File: config.mk
export PLATFORM = sky130hd
export DESIGN_NAME = output_layer_mac_flat
export DESIGN_NICKNAME = d
export VERILOG_FILES = /design/src/rtl/output_layer_mac_if.sv /design/src/rtl/output_layer_mac.sv /design/src/flat_wrapper.sv
export SDC_FILE = /design/constraint.sdc
export NUM_CORES = 2
export LEC_CHECK = 0
export CAP_MARGIN = 20
export CORE_MARGIN = 2
export CORE_UTILIZATION = 45
export DETAILED_ROUTE_END_ITERATION = 8
export GPL_ROUTABILITY_DRIVEN = 0
export HOLD_SLACK_MARGIN = 0.06
export PLACE_DENSITY = 0.68
export REMOVE_ABC_BUFFERS = 1
export SLEW_MARGIN = 5
export SYNTH_ARGS = -nofsm -noshare
export SYNTH_HDL_FRONTEND = slang
export SYNTH_SLANG_ARGS = --single-unit
File: constraint.sdc
create_clock -name clk -period 10.6 [get_ports clk]
set_clock_uncertainty 0.2 [all_clocks]
set_input_delay 1.59 -clock clk [delete_from_list [all_inputs] [get_ports clk]]
set_output_delay 1.59 -clock clk [all_outputs]
set_load 0.03 [all_outputs]
File: src/rtl/output_layer_mac_if.sv
// Handshake and score bus between the activation/weight source and output_layer_mac.
// Beats move on cycles where in_valid && in_ready; the source holds x_in/w_in stable while in_valid is high and not yet accepted.
interface output_layer_mac_if #(
    parameter int DATA_W   = 8,
    parameter int WEIGHT_W = 8,
    parameter int ACC_W    = 26
);
    logic                        start;
    logic                        in_valid;
    logic                        in_ready;
    logic signed [DATA_W-1:0]    x_in;
    logic [10*WEIGHT_W-1:0]      w_in;
    logic                        busy;
    logic                        score_valid;
    logic signed [ACC_W-1:0]     out1, out2, out3, out4, out5;
    logic signed [ACC_W-1:0]     out6, out7, out8, out9, out10;

    modport master (
        output start, in_valid, x_in, w_in,
        input  in_ready, busy, score_valid,
        input  out1, out2, out3, out4, out5, out6, out7, out8, out9, out10
    );

    modport slave (
        input  start, in_valid, x_in, w_in,
        output in_ready, busy, score_valid,
        output out1, out2, out3, out4, out5, out6, out7, out8, out9, out10
    );
endinterface

File: src/rtl/output_layer_mac.sv
// Ten-class output-layer multiply-accumulator feeding the argmax stage.
// Define OUTLAYER_SAT_EN to saturate accumulator adds; otherwise they wrap modulo 2^ACC_W.
module output_layer_mac #(
    parameter int N_IN     = 784,
    parameter int DATA_W   = 8,
    parameter int WEIGHT_W = 8,
    parameter int ACC_W    = 26
) (
    input  logic                clk,
    input  logic                rst,
    output_layer_mac_if.slave   bus,
    output logic [1:0]          dbg_state
);
    localparam int PROD_W = DATA_W + WEIGHT_W;
    localparam int CNT_W  = (N_IN > 1) ? $clog2(N_IN) : 1;
    localparam logic [CNT_W-1:0] LAST = CNT_W'(N_IN - 1);

    typedef enum logic [1:0] {IDLE = 2'd0, ACCUM = 2'd1, DONE = 2'd2} state_t;

    state_t                     state_q, state_d;
    logic [CNT_W-1:0]           cnt_q;
    logic signed [ACC_W-1:0]    acc   [10];
    logic signed [ACC_W-1:0]    acc_d [10];
    logic signed [PROD_W-1:0]   prod  [10];
    logic                       in_ready, busy, score_valid, clear, accept;

`ifdef OUTLAYER_SAT_EN
    localparam logic signed [ACC_W-1:0] ACC_MAX = {1'b0, {(ACC_W-1){1'b1}}};
    localparam logic signed [ACC_W-1:0] ACC_MIN = {1'b1, {(ACC_W-1){1'b0}}};
    logic signed [ACC_W:0]      sum   [10];
`endif

    always_comb begin
        state_d     = state_q;
        in_ready    = 1'b0;
        busy        = 1'b0;
        score_valid = 1'b0;
        clear       = 1'b0;
        case (state_q)
            IDLE: begin
                if (bus.start) begin
                    clear   = 1'b1;
                    state_d = ACCUM;
                end
            end
            ACCUM: begin
                in_ready = 1'b1;
                busy     = 1'b1;
                if (bus.in_valid && cnt_q == LAST) state_d = DONE;
            end
            DONE: begin
                score_valid = 1'b1;
                if (bus.start) begin
                    clear   = 1'b1;
                    state_d = ACCUM;
                end
            end
            default: state_d = IDLE;
        endcase
    end

    assign accept = bus.in_valid && in_ready;

    // Full-width signed product, sign-extended before the add.
    always_comb begin
        for (int k = 0; k < 10; k++) begin
            prod[k] = PROD_W'(bus.x_in) * PROD_W'($signed(bus.w_in[WEIGHT_W*k +: WEIGHT_W]));
`ifdef OUTLAYER_SAT_EN
            sum[k] = {acc[k][ACC_W-1], acc[k]}
                   + {{(ACC_W+1-PROD_W){prod[k][PROD_W-1]}}, prod[k]};
            if (sum[k][ACC_W] != sum[k][ACC_W-1])
                acc_d[k] = sum[k][ACC_W] ? ACC_MIN : ACC_MAX;
            else
                acc_d[k] = sum[k][ACC_W-1:0];
`else
            acc_d[k] = acc[k] + {{(ACC_W-PROD_W){prod[k][PROD_W-1]}}, prod[k]};
`endif
        end
    end

    always_ff @(posedge clk) begin
        if (rst) begin
            state_q <= IDLE;
            cnt_q   <= '0;
            for (int k = 0; k < 10; k++) acc[k] <= '0;
        end else begin
            state_q <= state_d;
            if (clear) begin
                cnt_q <= '0;
                for (int k = 0; k < 10; k++) acc[k] <= '0;
            end else if (accept) begin
                cnt_q <= cnt_q + 1'b1;
                for (int k = 0; k < 10; k++) acc[k] <= acc_d[k];
            end
        end
    end

    assign bus.in_ready    = in_ready;
    assign bus.busy        = busy;
    assign bus.score_valid = score_valid;
    assign bus.out1        = acc[0];
    assign bus.out2        = acc[1];
    assign bus.out3        = acc[2];
    assign bus.out4        = acc[3];
    assign bus.out5        = acc[4];
    assign bus.out6        = acc[5];
    assign bus.out7        = acc[6];
    assign bus.out8        = acc[7];
    assign bus.out9        = acc[8];
    assign bus.out10       = acc[9];
    assign dbg_state       = state_q;
endmodule

File: src/flat_wrapper.sv
// flat-port wrapper written by rule: the top's interface ports become plain ports
module output_layer_mac_flat 
#(
    parameter int N_IN     = 784,
    parameter int DATA_W   = 8,
    parameter int WEIGHT_W = 8,
    parameter int ACC_W    = 26
)
  (clk, rst, dbg_state, bus_start, bus_in_valid, bus_x_in, bus_w_in, bus_in_ready, bus_busy, bus_score_valid, bus_out1, bus_out2, bus_out3, bus_out4, bus_out5, bus_out6, bus_out7, bus_out8, bus_out9, bus_out10);
  output_layer_mac_if #(.DATA_W(DATA_W), .WEIGHT_W(WEIGHT_W), .ACC_W(ACC_W)) bus_i ();
  input  logic clk;
  input  logic rst;
  output logic [1:0] dbg_state;
  input wire logic [$bits(bus_i.start)-1:0] bus_start;
  input wire logic [$bits(bus_i.in_valid)-1:0] bus_in_valid;
  input wire logic [$bits(bus_i.x_in)-1:0] bus_x_in;
  input wire logic [$bits(bus_i.w_in)-1:0] bus_w_in;
  output wire logic [$bits(bus_i.in_ready)-1:0] bus_in_ready;
  output wire logic [$bits(bus_i.busy)-1:0] bus_busy;
  output wire logic [$bits(bus_i.score_valid)-1:0] bus_score_valid;
  output wire logic [$bits(bus_i.out1)-1:0] bus_out1;
  output wire logic [$bits(bus_i.out2)-1:0] bus_out2;
  output wire logic [$bits(bus_i.out3)-1:0] bus_out3;
  output wire logic [$bits(bus_i.out4)-1:0] bus_out4;
  output wire logic [$bits(bus_i.out5)-1:0] bus_out5;
  output wire logic [$bits(bus_i.out6)-1:0] bus_out6;
  output wire logic [$bits(bus_i.out7)-1:0] bus_out7;
  output wire logic [$bits(bus_i.out8)-1:0] bus_out8;
  output wire logic [$bits(bus_i.out9)-1:0] bus_out9;
  output wire logic [$bits(bus_i.out10)-1:0] bus_out10;
  assign bus_i.start = bus_start;
  assign bus_i.in_valid = bus_in_valid;
  assign bus_i.x_in = bus_x_in;
  assign bus_i.w_in = bus_w_in;
  assign bus_in_ready = bus_i.in_ready;
  assign bus_busy = bus_i.busy;
  assign bus_score_valid = bus_i.score_valid;
  assign bus_out1 = bus_i.out1;
  assign bus_out2 = bus_i.out2;
  assign bus_out3 = bus_i.out3;
  assign bus_out4 = bus_i.out4;
  assign bus_out5 = bus_i.out5;
  assign bus_out6 = bus_i.out6;
  assign bus_out7 = bus_i.out7;
  assign bus_out8 = bus_i.out8;
  assign bus_out9 = bus_i.out9;
  assign bus_out10 = bus_i.out10;
  output_layer_mac #(.N_IN(N_IN), .DATA_W(DATA_W), .WEIGHT_W(WEIGHT_W), .ACC_W(ACC_W)) u_core (.clk(clk), .rst(rst), .bus(bus_i), .dbg_state(dbg_state));
endmodule
* Yosys cells after proc, flatten, opt, wreduce, memory -nomap -nowiden
Memory sizes are Yosys's and may differ from the RTL's.
Index checks and enable logic that the tools add are counted.
** Storage, ports and cells
- RAM bits :: 260
- Input port bits :: 92
- Word-level logic and storage cells :: 91
- Memories kept :: 1
- Register bits after elaboration :: 12
** Memory list
- u_core.acc :: depth 10, width 26, rd ports 10, clocked after memory_dff 0, write ports 10, line output_layer_mac.sv:22 : logic signed [ACC_W-1:0] acc [10];
** Cells by class
- Multipliers :: 10
- Muxes and demuxes :: 36
- Equal/unequal tests :: 5
- Bitwise operators :: 20
- Reduce and logical (&&, ||, !) cells :: 6
- $add $sub $neg :: 11
** Operators with widths (count)
- two-way mux 26 bit :: 20
- adder 26 bit :: 10
- multiplier 8 x 8 -> 16 bit :: 10
- bitwise OR 1 bit :: 20
- two-way mux 1 bit :: 13
- adder 10 x 1 -> 10 bit (second input constant) :: 1
- equality test 10 bit (second input constant) :: 1
- two-way mux 2 bit :: 2
- inequality test 2 x 1 -> 1 bit (second input constant) :: 2
- case mux 2 bit (2 select lines) :: 1
- OR reduction 2 bit :: 2
- equality test 2 x 1 -> 1 bit (second input constant) :: 1
- equality test 2 bit (second input constant) :: 1
- logical AND 1 bit :: 2
- zero test 2 bit :: 1
- AND reduction 2 bit :: 1

* Depth between registers and ports, before layout
- Depth after elaboration :: 8
- Mapped depth :: 31
- Gate-level depth less buffers :: 29

* Worst setup path after synthesis
No wires, ideal clock.
- Path kind :: input to register
- Start :: input bus_x_in[7]
- End :: memory u_core.acc[0][24] (data pin)
- Stages :: 25
- Data required time :: 10.134 ns
- Arrival time :: 8.129 ns
- Path slack :: 2.005 ns
- Path through :: clkbuf_1 -> clkbuf_1 -> clkbuf_1 -> nand2_1 -> fa_1 -> fa_1 -> fa_1 -> inv_1 -> fa_1 -> ha_1 -> or2_2 -> a21oi_1 -> a31oi_1 -> xnor2_1 -> ha_1 -> clkbuf_1 -> and4_1 -> and3_1 -> nand4_1 -> a41oi_1 -> or4_1 -> a31oi_1 -> a21oi_1 -> xnor2_1 -> nor2_1
** RTL lines
- start: declaration :: line flat_wrapper.sv:16 : input wire logic [$bits(bus_i.x_in)-1:0] bus_x_in;
- end: declaration :: line output_layer_mac.sv:22

==> results.md <==
- I/O pin count: 357
- Final worst setup slack: between 2 and 2.5 ns
- Initial Util: 0.455
- Synth async-reset ratio: 0
- Vias per std cell: approximately 5.2
- Synth warnings: 0
- Fillers: about 9600
- CP Class: primary input to flop
- Dominant synthesized flop cell: edfxtp_1
- Dpl cell area: approximately 52000 um^2
- Max-cap viol count: 0
- Worst Hold Path EP: u_core.cnt_q[1]$_SDFFE_PP0P_
- Commonest cells in the netlist: inv_1, ha_1, fa_1
- WL/cell: 16.1 um
- Post-CTS sizing: 0
- DIE AREA: between 100000 and 150000 um^2
- Post-CTS Setup Bufs: 0
- Max-slew headroom: 0.321
- GRT overflow: 0
- Worst-Margin Slew: 1.02 ns
- Synth top area cells: fa_1, edfxtp_1, ha_1
- Hold/Removal Path Class: flop to flop
- DR vias: about 35000
- CP startpoint kind: primary input
- Status: completed
- Crit path DAT: around 8.5 ns
- Pre-CTS setup slack: between 1.5 and 2 ns
- Clock latency on the worst-skew pair: approximately 0.63 ns
- Fin nets: around 6600
- CTS tree: done
- Crit-path max FO: 80
- CP peak stage delay: approximately 0.7 ns
- Core area: between 100000 and 150000 um^2
- Cts hold-fix bufs: 0
- Final min period: about 8.3 ns
- R2R depth: 11
- 1st-iter DRT viols: 1700
- Synthesized flop and latch total: 272
- Slowest CP cell: buf_4
- Cell variety after synth: 79
- Number of clock buffers inserted by TritonCTS: 40
- Clock sink total: between 200 and 300
- Mapped Area: around 47000 um^2
- Pre-antenna DRT Iters: 5
- Syn avg cell area: around 9 um^2
- Routed WL: approximately 110000 um
- WP data required: 10.72 ns
- Yosys top cell by area: fa_1
- Max-slew violation count: 0
- Initial antenna violation count: 9
- Hold Crit Start: u_core.cnt_q[1]$_SDFFE_PP0P_
- Final hold violations: 0
- Setup tns final: 0 ns
- Syn Inst Count: between 5000 and 6000
- Share of the synthesized area in the top cell type: 0.241
- Setup Viol. Count Final: 0
- CTS clk-pin slew, worst paths: 0.06 ns
- Die Ht: between 300 and 400 um
- Sequential area share after synthesis: 0.173
- Final instance area: about 53000 um^2
- CP dominant cell by count: fa_1
- GRT Overall Usage: 0.211
- Final period utilization: 0.788
- Die width: roughly 330 um
- R2r startpoint: u_core.acc[4][0]$_SDFFCE_PN0P_
- Post-synth EDFFs: 260
- Half-perimeter wire length after placement: about 85000 um
- Most frequent cell after synthesis: inv_1
- Clock Tree Buf Depth: 3
- Area Overhead vs Synth: 13.7%
- RR Endpoint: u_core.acc[4][24]$_SDFFCE_PN0P_
- Proportion of layout cells with a drive suffix above 1: 0.0267
- Row cnt: roughly 120
- Vias in the first global route: ~37000
- Antenna viol nets, final: 0
- Reg2reg setup slack: just under 7 ns
- PortBufs: 356
- Hold path depth: 2
- DRC: 0
- H-tree Lvls: 2
- Unrepaired setup endpoints after global routing: no
- First-pass GRT wire length: ~190000 um
- Pin count of the biggest net entering global routing: slightly above 80
- Achievable frequency: roughly 120 MHz
- Setup crit end kind: flop
- CTS root buf: clkbuf_16
[area by class of cell]
cell class | count | area, um^2 | area share
multi-input combinational | 3810 | 34700 | 0.656
timing repair buffer | 384 | 3750 | 0.0710
tap | 1368 | 1710 | 0.0324
antenna | 4 | 10.0 | 0.000189
sequential | 272 | 8050 | 0.152
inverter | 898 | 3370 | 0.0637
clock inverter | 21 | 193 | 0.00364
clock buffer | 52 | 1090 | 0.0206
[per-stage QoR]
| step | cells | hold slack, ns | util |
|---|---|---|---|
| after floorplan | 4980 | 0.249 | - |
| after global placement | 6732 | 0.256 | 0.505 |
| after detailed placement | 6732 | 0.263 | 0.505 |
| after CTS | 6805 | 0.270 | 0.517 |
| after global routing | 6807 | 0.328 | 0.517 |
| final | 6809 | 0.277 | 0.518 |
[worst max-delay path: cells and delay by family]
family | cells | cell delay (ns)
xor gates and xnor gates | 2 | 0.21
buffers and inverters | 5 | 1.04
and+or+nand+nor | 7 | 1.24
adders and majority gates | 6 | 2.68
AOI/OAI and AO/OA | 8 | 1.67
[registers in the layout, indices dropped and copies added, names as in the netlist]
register / flops
u_core.acc: 260
u_core.dbg_state: 2
u_core.cnt_q: 10
[worst max-delay path by stage]
stage / to / cells past startpoint / from / slack, ns
6_report: u_core.acc[2][24]$_SDFFCE_PN0P_ / 28 / bus_x_in[1] / 2.25
2_1_floorplan: u_core.acc[0][0]$_SDFFCE_PN0P_ / 3 / bus_start / 2.24
4_1_cts: u_core.acc[2][24]$_SDFFCE_PN0P_ / 28 / bus_x_in[1] / 2.26
3_5_place_dp: u_core.acc[2][24]$_SDFFCE_PN0P_ / 28 / bus_x_in[1] / 1.62
5_1_grt: u_core.acc[2][24]$_SDFFCE_PN0P_ / 28 / bus_x_in[1] / 1.68
3_3_place_gp: u_core.acc[2][24]$_SDFFCE_PN0P_ / 28 / bus_x_in[1] / 1.76
[cells by family (layout without fill, tap and decap cells)]
| kind of cell | after synthesis | after routing | synth area share |
|---|---|---|---|
| compound gates | 818 | 818 | 0.116 |
| xor+xnor | 371 | 371 | 0.0701 |
| fa+ha+maj | 1130 | 1130 | 0.394 |
| buf+inv | 1008 | 1355 | 0.0814 |
| flops | 272 | 272 | 0.173 |
| mux | 12 | 12 | 0.00285 |
| other cells | 0 | 4 | 0 |
| simple gates | 1479 | 1479 | 0.162 |
[cells in the final DEF (no fill, tap or decap), types with 8 or more instances in the layout]
| master | n |
|---|---|
| o21a_1 | 43 |
| clkinv_2 | 10 |
| nor2b_1 | 86 |
| o31ai_1 | 11 |
| o21ai_1 | 8 |
| fa_1 | 560 |
| a21o_1 | 118 |
| edfxtp_1 | 260 |
| inv_1 | 898 |
| ha_1 | 570 |
| clkbuf_1 | 9 |
| nand2b_1 | 44 |
| or3_1 | 18 |
| o21ai_0 | 122 |
| a41oi_1 | 8 |
| buf_4 | 36 |
| o21bai_1 | 53 |
| nand2_1 | 254 |
| a31oi_1 | 23 |
| a21oi_1 | 256 |
| clkdlybuf4s50_1 | 348 |
| and2_1 | 467 |
| clkbuf_16 | 41 |
| xor2_1 | 129 |
| nor3_1 | 73 |
| a211oi_1 | 62 |
| dfxtp_1 | 12 |
| o2111ai_1 | 8 |
| nor2_1 | 384 |
| and3_1 | 23 |
| or2_2 | 10 |
| xnor2_1 | 241 |
| nand4_1 | 30 |
| nand3_1 | 55 |
| o211ai_1 | 13 |
| o41ai_1 | 11 |
| a211o_1 | 10 |
| mux2_2 | 10 |
[metal layers]
layer	track usage	vias to the layer above	part of all wire
met1	0.278	17200	0.45
met5	0	-	0.00058
met2	0.356	652	0.47
met4	0.0575	10	0.025
met3	0.0404	147	0.056
li1	-	17300	-
Power is not shown: default switching activity piles up to over one toggle a cycle in this logic, so the estimate is an artifact.
